**src/rtl/sensor_status_pkg.sv**
```systemverilog
// Shared types, default timing and width helper for the sensor status conditioning stage.
package sensor_status_pkg;

    typedef enum logic [1:0] {
        S_INIT = 2'd0,
        S_IDLE = 2'd1,
        S_HOLD = 2'd2
    } state_e;

    // Defaults assume a 50 MHz system clock.
    localparam int unsigned DEF_DEBOUNCE_CYCLES = 1_000_000;
    localparam int unsigned DEF_STARTUP_CYCLES  = 2_500_000;
    localparam int unsigned DEF_HOLDOFF_CYCLES  = 5_000_000;

    function automatic int unsigned cnt_width(input int unsigned n);
        return (n > 1) ? $clog2(n) : 1;
    endfunction

endpackage

```
**src/rtl/sensor_status_sync_if.sv**
```systemverilog
// Raw sensor inputs and published status outputs of sensor_status_sync.
interface sensor_status_sync_if;

    logic [3:0] water_raw;
    logic [3:0] food_raw;
    logic [3:0] water_o;
    logic [3:0] food_o;
    logic       ready_o;
    logic       change_o;

    modport master (
        output water_raw,
        output food_raw,
        input  water_o,
        input  food_o,
        input  ready_o,
        input  change_o
    );

    modport slave (
        input  water_raw,
        input  food_raw,
        output water_o,
        output food_o,
        output ready_o,
        output change_o
    );

endinterface

```
**src/rtl/debounce_bit.sv**
```systemverilog
// Two-flop synchronizer followed by a mismatch-run debouncer for one asynchronous bit.
module debounce_bit
    import sensor_status_pkg::*;
#(
    parameter int unsigned DEBOUNCE_CYCLES = DEF_DEBOUNCE_CYCLES
) (
    input  logic clk,
    input  logic reset,
    input  logic raw_i,
    output logic db_o
);

    localparam int unsigned     CntW    = cnt_width(DEBOUNCE_CYCLES);
    localparam logic [CntW-1:0] CntLast = CntW'(DEBOUNCE_CYCLES - 1);

    logic            sync0_q, sync1_q;
    logic            db_q, db_d;
    logic [CntW-1:0] cnt_q, cnt_d;

    // Counter only runs on a continuous mismatch, so it never passes CntLast.
    always_comb begin
        cnt_d = '0;
        db_d  = db_q;
        if (sync1_q != db_q) begin
            if (cnt_q == CntLast) begin
                db_d = ~db_q;
            end else begin
                cnt_d = cnt_q + 1'b1;
            end
        end
    end

    always_ff @(posedge clk or negedge reset) begin
        if (!reset) begin
            sync0_q <= 1'b0;
            sync1_q <= 1'b0;
            db_q    <= 1'b0;
            cnt_q   <= '0;
        end else begin
            sync0_q <= raw_i;
            sync1_q <= sync0_q;
            db_q    <= db_d;
            cnt_q   <= cnt_d;
        end
    end

    assign db_o = db_q;

endmodule

```
**src/rtl/sensor_status_sync.sv**
```systemverilog
// Conditions raw water/food sensor nibbles into clean, rate-limited status for the LCD controller.
module sensor_status_sync
    import sensor_status_pkg::*;
#(
    parameter int unsigned DEBOUNCE_CYCLES = DEF_DEBOUNCE_CYCLES,
    parameter int unsigned STARTUP_CYCLES  = DEF_STARTUP_CYCLES,
    parameter int unsigned HOLDOFF_CYCLES  = DEF_HOLDOFF_CYCLES
) (
    input logic clk,
    input logic reset,
    sensor_status_sync_if.slave bus_io
);

    localparam int unsigned     TimerMax  = (STARTUP_CYCLES > HOLDOFF_CYCLES) ?
                                            STARTUP_CYCLES : HOLDOFF_CYCLES;
    localparam int unsigned     TmrW      = cnt_width(TimerMax);
    localparam logic [TmrW-1:0] StartLast = TmrW'(STARTUP_CYCLES - 1);
    localparam logic [TmrW-1:0] HoldLast  = TmrW'(HOLDOFF_CYCLES - 1);

    logic [3:0] db_water, db_food;

    for (genvar i = 0; i < 4; i++) begin : g_bit
        debounce_bit #(
            .DEBOUNCE_CYCLES(DEBOUNCE_CYCLES)
        ) u_water (
            .clk  (clk),
            .reset(reset),
            .raw_i(bus_io.water_raw[i]),
            .db_o (db_water[i])
        );

        debounce_bit #(
            .DEBOUNCE_CYCLES(DEBOUNCE_CYCLES)
        ) u_food (
            .clk  (clk),
            .reset(reset),
            .raw_i(bus_io.food_raw[i]),
            .db_o (db_food[i])
        );
    end

    state_e          state_q;
    logic [TmrW-1:0] tmr_q;
    logic [3:0]      water_q, food_q;
    logic            ready_q, change_q;

    // One timer serves both the startup settle and the post-publish holdoff.
    always_ff @(posedge clk or negedge reset) begin
        if (!reset) begin
            state_q  <= S_INIT;
            tmr_q    <= '0;
            water_q  <= 4'd0;
            food_q   <= 4'd0;
            ready_q  <= 1'b0;
            change_q <= 1'b0;
        end else begin
            change_q <= 1'b0;
            case (state_q)
                S_INIT: begin
                    if (tmr_q == StartLast) begin
                        water_q <= db_water;
                        food_q  <= db_food;
                        ready_q <= 1'b1;
                        tmr_q   <= '0;
                        state_q <= S_IDLE;
                    end else begin
                        tmr_q <= tmr_q + 1'b1;
                    end
                end
                S_IDLE: begin
                    if ({db_water, db_food} != {water_q, food_q}) begin
                        water_q  <= db_water;
                        food_q   <= db_food;
                        change_q <= 1'b1;
                        tmr_q    <= '0;
                        state_q  <= S_HOLD;
                    end
                end
                S_HOLD: begin
                    if (tmr_q == HoldLast) begin
                        tmr_q   <= '0;
                        state_q <= S_IDLE;
                    end else begin
                        tmr_q <= tmr_q + 1'b1;
                    end
                end
                default: begin
                    tmr_q   <= '0;
                    state_q <= S_INIT;
                end
            endcase
        end
    end

    assign bus_io.water_o  = water_q;
    assign bus_io.food_o   = food_q;
    assign bus_io.ready_o  = ready_q;
    assign bus_io.change_o = change_q;

endmodule

```
**src/flat_wrapper.sv**
```systemverilog
// flat-port wrapper written by rule: the top's interface ports become plain ports
module sensor_status_sync_flat import sensor_status_pkg::*;
#(
    parameter int unsigned DEBOUNCE_CYCLES = DEF_DEBOUNCE_CYCLES,
    parameter int unsigned STARTUP_CYCLES  = DEF_STARTUP_CYCLES,
    parameter int unsigned HOLDOFF_CYCLES  = DEF_HOLDOFF_CYCLES
)
  (clk, reset, bus_io_water_raw, bus_io_food_raw, bus_io_water_o, bus_io_food_o, bus_io_ready_o, bus_io_change_o);
  sensor_status_sync_if bus_io_i ();
  input logic clk;
  input logic reset;
  input wire logic [$bits(bus_io_i.water_raw)-1:0] bus_io_water_raw;
  input wire logic [$bits(bus_io_i.food_raw)-1:0] bus_io_food_raw;
  output wire logic [$bits(bus_io_i.water_o)-1:0] bus_io_water_o;
  output wire logic [$bits(bus_io_i.food_o)-1:0] bus_io_food_o;
  output wire logic [$bits(bus_io_i.ready_o)-1:0] bus_io_ready_o;
  output wire logic [$bits(bus_io_i.change_o)-1:0] bus_io_change_o;
  assign bus_io_i.water_raw = bus_io_water_raw;
  assign bus_io_i.food_raw = bus_io_food_raw;
  assign bus_io_water_o = bus_io_i.water_o;
  assign bus_io_food_o = bus_io_i.food_o;
  assign bus_io_ready_o = bus_io_i.ready_o;
  assign bus_io_change_o = bus_io_i.change_o;
  sensor_status_sync #(.DEBOUNCE_CYCLES(DEBOUNCE_CYCLES), .STARTUP_CYCLES(STARTUP_CYCLES), .HOLDOFF_CYCLES(HOLDOFF_CYCLES)) u_core (.clk(clk), .reset(reset), .bus_io(bus_io_i));
endmodule
```
**config.mk**
```make
export PLATFORM = sky130hd
export DESIGN_NAME = sensor_status_sync_flat
export DESIGN_NICKNAME = d
export VERILOG_FILES = /design/src/rtl/sensor_status_pkg.sv /design/src/rtl/sensor_status_sync_if.sv /design/src/rtl/debounce_bit.sv /design/src/rtl/sensor_status_sync.sv /design/src/flat_wrapper.sv
export SDC_FILE = /design/constraint.sdc
export NUM_CORES = 1
export LEC_CHECK = 0
export BUFFER_PORTS_ARGS = -buffer_cell sky130_fd_sc_hd__buf_4
export CORE_MARGIN = 10
export CORE_UTILIZATION = 60
export DETAILED_ROUTE_END_ITERATION = 12
export GPL_TIMING_DRIVEN = 1
export PLACE_DENSITY = 0.84
export SLEW_MARGIN = 20
export SYNTH_ARGS = -nofsm -noshare
export SYNTH_HDL_FRONTEND = slang
export SYNTH_SLANG_ARGS = --single-unit
```
**constraint.sdc**
```tcl
create_clock -name clk -period 2.4 [get_ports clk]
set_input_delay 0.48 -clock clk [delete_from_list [all_inputs] [get_ports clk]]
set_output_delay 0.48 -clock clk [all_outputs]
set_load 0.01 [all_outputs]
```
# Word-level counts from Yosys, hierarchy flattened
# Index checks and enable logic that the tools add are counted.
# totals
reg_bits	219
in_bits	10
# classes
addsub	9
eq_ne	24
muxes	32
bitwise	8
reduce_logical	13
# op_table
operator	count
$mux 20	16
$add 20x1->20 const B	8
$eq 20x20->1 const B	8
$mux 23	3
$pmux 23 s3	1
$add 23x1->23 const B	1
$eq 23x22->1 const B	1
$eq 23x23->1 const B	1
$reduce_and 2->1	9
$mux 4	4
$pmux 4 s2	2
$ne 1x1->1	8
$ne 8x8->1	1
$not 1->1	8
$mux 2	3
$ne 2x1->1 const B	3
$pmux 2 s3	1
$reduce_and 3->1	2
$eq 2x1->1 const B	1
$eq 2x2->1 const B	1
$logic_not 2->1	1
$mux 1	2
$reduce_bool 2->1	1

# Depth between registers and ports, before layout
# depth
word_depth	3
mapped_depth	9
mapped_depth_nobuf	6

# Modules after synthesis
# Synthesis repeated with hierarchy kept, for this count alone.
# hier_totals
hier_cells	1098
hier_area_um2	10899.2
# by_module_without_submodules
mod	n_inst	cells_each	area_per_inst_um2	seq_area_each_um2
debounce_bit	8	110	1108.6	575.6
sensor_status_sync	1	218	2030.7	875.8

# Worst setup path after synthesis
# Ideal clock, no wire load.
# synth_path
path_type	register to register
from	reg u_core.tmr_q[15]
to	reg u_core.food_q[0] (netlist: u_core.bus_io.food_o[0])
setup_ns	0.125
t_arrival_ns	2.045
required_ns	2.275
path_slack_ns	0.230
path_stages_with_launch	6
path_buffers	0
period_less_slack_ns	2.170
cell_sequence	dfrtp_1 -> or4_4 -> nor4_1 -> nand3_1 -> o21ai_4 -> mux2_2
# synth_via
elab_chain_cells	3
# synth_rtl
element	line_no	source
start, declared	sensor_status_sync.sv:43	logic [TmrW-1:0] tmr_q;
start signal, assigned	sensor_status_sync.sv:67	tmr_q <= tmr_q + 1'b1;
start signal, assigned	sensor_status_sync.sv:84	tmr_q <= tmr_q + 1'b1;
$eq 23x22->1	sensor_status_sync.sv:60	if (tmr_q == StartLast) begin
$ne 2x1->1 (no line)	n/a	
$reduce_and 3->1 (no line)	n/a	
end signal, assigned	sensor_status_sync.sv:62	food_q <= db_food;
end signal, assigned	sensor_status_sync.sv:73	food_q <= db_food;
end, declared	sensor_status_sync.sv:44	logic [3:0] water_q, food_q;
# No other way between the ends.
# A chain may end at the register's enable or synchronous reset.

# Final worst setup path
# layout_path
from	reg u_core.tmr_q[12]
to	reg u_core.food_q[3] (netlist: u_core.bus_io.food_o[3])
# The elaborated chain is that of the path after synthesis.

==> results.yml <==
outcome:
  status: "finished clean"
timing:
  min_period_over_period_pct: 98.7
  setup_violations: 0
  max_slew_margin_pct: 58.7
  skew_ns: 0.0229
  final-hold-violation-count: 0
  worst_slack_ns: 0.0309
  max_slew.worst_pin.slew_ns: 0.615
  fin_tns_setup_ns: 0
  drv_slew: 0
  fmax_mhz: 422
  period_needed_ns: 2.37
cts:
  clk_path_buf_depth: 3
  numCtsBuffers: 23
  htreeDepth: 1
  clk-insertion-delay-late_ns: 0.53
  root_buffer: "clkbuf_16"
  cts_tree: "built"
  path_clk_slew_ns: 0.06
  cts_sinks: 219
floorplan:
  die_h_um: 153
  rows: 48
  boundaryPins: 20
  initial_utilization_pct: 61.2
  fp.coreArea_mm2: 0.0173
  dieWidth_um: 153
  dieArea_mm2: 0.0234
synthesis:
  synth-compound-area-share_pct: 2.83
  synth-simple-area-share_pct: 26.6
  synth_area_mm2: 0.0106
  synth_area_leader_cell: "dfrtp_1"
  yosysWarnings: 0
  yosys-top-cells-count: "219 x dfrtp_1, 192 x nor2_1, 89 x xnor2_1"
  synth_top_family_by_area: "simple AND/OR/NAND/NOR gates"
  synthMuxAreaShare_pct: 1.98
  ys_ff_latch: 219
  yosysTopAreaCellShare_pct: 51.7
  synth_top_flop_cell: "dfrtp_1"
  synth_edf_count: 0
  yosys.area_share.adder_pct: 1.06
  synth.top_cells.by_area: "dfrtp_1 52%, xnor2_1 7.4%, nor2_1 6.8%"
  syn_avg_cell_area_um2: 9.99
  synth.most_common_cell: "dfrtp_1"
  ys_async_sr_fraction_pct: 100
  netlist_instances: 1060
  yosysUniqueCellTypes: 50
  synthXorXnorAreaFrac_pct: 13.2
  synth_fp_nets: 1079
  synth.yosys.seq_area_share_pct: 51.7
route:
  ant_nets: 0
  drc: 0
  num_vias: 7754
  drt-total-wl_um: 21000
  dr.pass1.iters: 5
  viasPerCell: 5.80
  routedWlPerCell_um: 15.7
  drt_iter0_markers: 528
cells_and_area:
  nets: 1115
  n_fill_cell: 1250
  fin_cells: 1338
  regArea_mm2: 0.00548
  area_growth_pct: 12.9
  drive_gt1_share_pct: 11.2
  antennaDiodeCount: 0
  multi_input_area_mm2: 0.00488
power_and_ir_drop:
  p_comb_share_pct: 2.8
  leakagePower_uw: 0.00522
  powerDensity_mw_per_mm2: 645
  p_total_uw: 7710
  seqPwrFrac_pct: 49.1
  pwr-share-clk_pct: 48.1
  sw_frac_of_total_pct: 21.3
  p_switching_uw: 1640
  p_int_uw: 6070
  ir_drop_v: 0.000647
setup_path:
  path_cells: "or4_4 > nor4_2 > nand3_1 > o21ai_4 > mux2_2"
  arrival_ns: 2.78
  r2r_start: "u_core.tmr_q[12]$_DFFE_PN0P_"
  cpMaxStageDelayCell: "or4_4"
  cp.buffers_inverters: 0
  max_stage_delay_ns: 0.56
  start_kind: "flop"
  worstPathMaxFanout: 8
  ff2ff_setup_slack_ns: 0.03
  cp_top_family: "simple AND/OR/NAND/NOR gates"
  r2r_cells: 5
  worstSetupEndpointType: "flop"
  cp.required_ns: 2.81
  worst-setup-path-type: "reg2reg"
  crit-reg2reg-capture: "u_core.bus_io.food_o[3]$_DFFE_PN0P_"
job:
  maxCapViolCount: 0
min_path:
  min_to: "u_core.g_bit[3].u_food.sync0_q$_DFF_PN0_"
  hp-class: "in2reg"
  holdPathStages: 1
  holdCritStartpoint: "bus_io_food_raw[3]"
global_route:
  grt_pass1_vias: 7605
  use_met3_pct: 3.28
  met1_usage_pct: 24.2
  grt_pass1_wl_um: 36300
  antenna_found_initial: 0
  grt_max_degree: 77
  grt-busiest-layer: "met2"
  grt.total_usage_pct: 17.7
  grt_remaining_overflow: 0
  grt_use_met2_pct: 28.3
placement:
  pre_cts_ws_ns: 0.00850
  dp_cells: 1292
  hpwl_um: 13600
  place.gp.congestion: 0.919
  port_buffers: 19
## per-layer routing
metal	vias to the layer above	share of wire [%]	routed length (µm)
li1	3715	-	-
met1	3790	46	9690
met5	-	0	0
met4	0	2.1	450
met3	48	5.2	1080
met2	201	47	9810
## power groups by stage
stage | logic, µW | clock network (µW) | registers, µW
final | 212 | 3710 | 3780
after floorplan | 99.1 | 0 | 3840
after global placement | 210 | 0 | 3850
after global routing | 249 | 3930 | 3790
after detailed placement | 215 | 0 | 3850
after CTS | 222 | 3780 | 3780
## logic make-up (layout without fill, tap and decap cells)
family,after synthesis,count (layout)
simple gates,547,547
flops,219,219
xor+xnor,160,160
buf+inv,65,118
compound gates,41,41
mux,19,19
fa+ha+maj,9,9
## area by class of cell
cell class | count | area share (%)
clock buffer | 34 | 5.91
clock inverter | 8 | 0.900
inverter | 28 | 0.879
multi-input combinational | 776 | 40.8
sequential | 219 | 45.8
tap | 225 | 2.35
timing repair buffer | 48 | 3.31
## registers in the layout (all words and copies together), names as in the netlist, 2 cells and up
signal                        flops
u_core.g_bit.u_food.cnt_q        80
u_core.g_bit.u_water.sync1_q      4
u_core.state_q                    2
u_core.bus_io.water_o             4
u_core.g_bit.u_water.cnt_q       80
u_core.g_bit.u_food.sync0_q       4
u_core.g_bit.u_food.db_o          4
u_core.g_bit.u_water.db_o         4
u_core.tmr_q                     23
u_core.g_bit.u_food.sync1_q       4
u_core.bus_io.food_o              4
u_core.g_bit.u_water.sync0_q      4
## layout by cell type (no fill, tap or decap), types with 4 or more instances in the layout
cell       netlist  routed
and3_1          41      41
a22o_1           4       4
xnor2_1         89      89
nand2_1         60      60
nor3_1          20      19
nor4_1          20      18
and4b_1          5       5
clkbuf_16        0      23
nand3b_1         4       4
nor4b_1          8       8
xor2_1          71      71
and4_1          17      17
nand4_1         44      44
or2_2            8       8
nor3b_1          5       5
nor2_1         192     192
a31oi_1          7       6
inv_1           28      28
dfrtp_1        219     219
or4_1            7       7
and2_1          13      13
nand2b_1         7       7
ha_1             9       8
nor2b_1          9       9
nand3_1         73      73
clkbuf_8         0       9
o21ai_0          8       8
clkinv_2         0       4
mux2_2          16      16
buf_4            0      43
## repair_timing
item / CTS / global route
buffers inserted: 0 / 3
endpoints found under the hold margin: 70 / 0
endpoints found under the setup margin: 8 / 14
hold buffers: 1 / 0
resized for setup: 1 / 3
pin swaps: 1 / 2
## worst max path at each step
stage	startpoint	endpoint	slack [ns]	cells past startpoint
2_1_floorplan	u_core.tmr_q[15]$_DFFE_PN0P_	u_core.bus_io.food_o[0]$_DFFE_PN0P_	0.23	5
3_3_place_gp	u_core.tmr_q[12]$_DFFE_PN0P_	u_core.bus_io.food_o[2]$_DFFE_PN0P_	0.06	5
3_5_place_dp	u_core.tmr_q[12]$_DFFE_PN0P_	u_core.bus_io.food_o[0]$_DFFE_PN0P_	0.008	5
4_1_cts	u_core.tmr_q[0]$_DFFE_PN0P_	u_core.bus_io.food_o[3]$_DFFE_PN0P_	0.03	6
5_1_grt	u_core.tmr_q[12]$_DFFE_PN0P_	u_core.bus_io.food_o[3]$_DFFE_PN0P_	-0.05	5
6_report	u_core.tmr_q[12]$_DFFE_PN0P_	u_core.bus_io.food_o[3]$_DFFE_PN0P_	0.03	5
## metrics by stage
stage          area (µm²)  hold slack (ns)  util (%)
6_report            12000           0.0567      69.1
3_5_place_dp        11100            0.337      64.1
3_3_place_gp        11100            0.333      64.1
2_1_floorplan       10600            0.184         -
5_1_grt             12000           0.0441      69.1
4_1_cts             11900           0.0414      68.9
No activity file was read; power rests on OpenSTA's default activity.
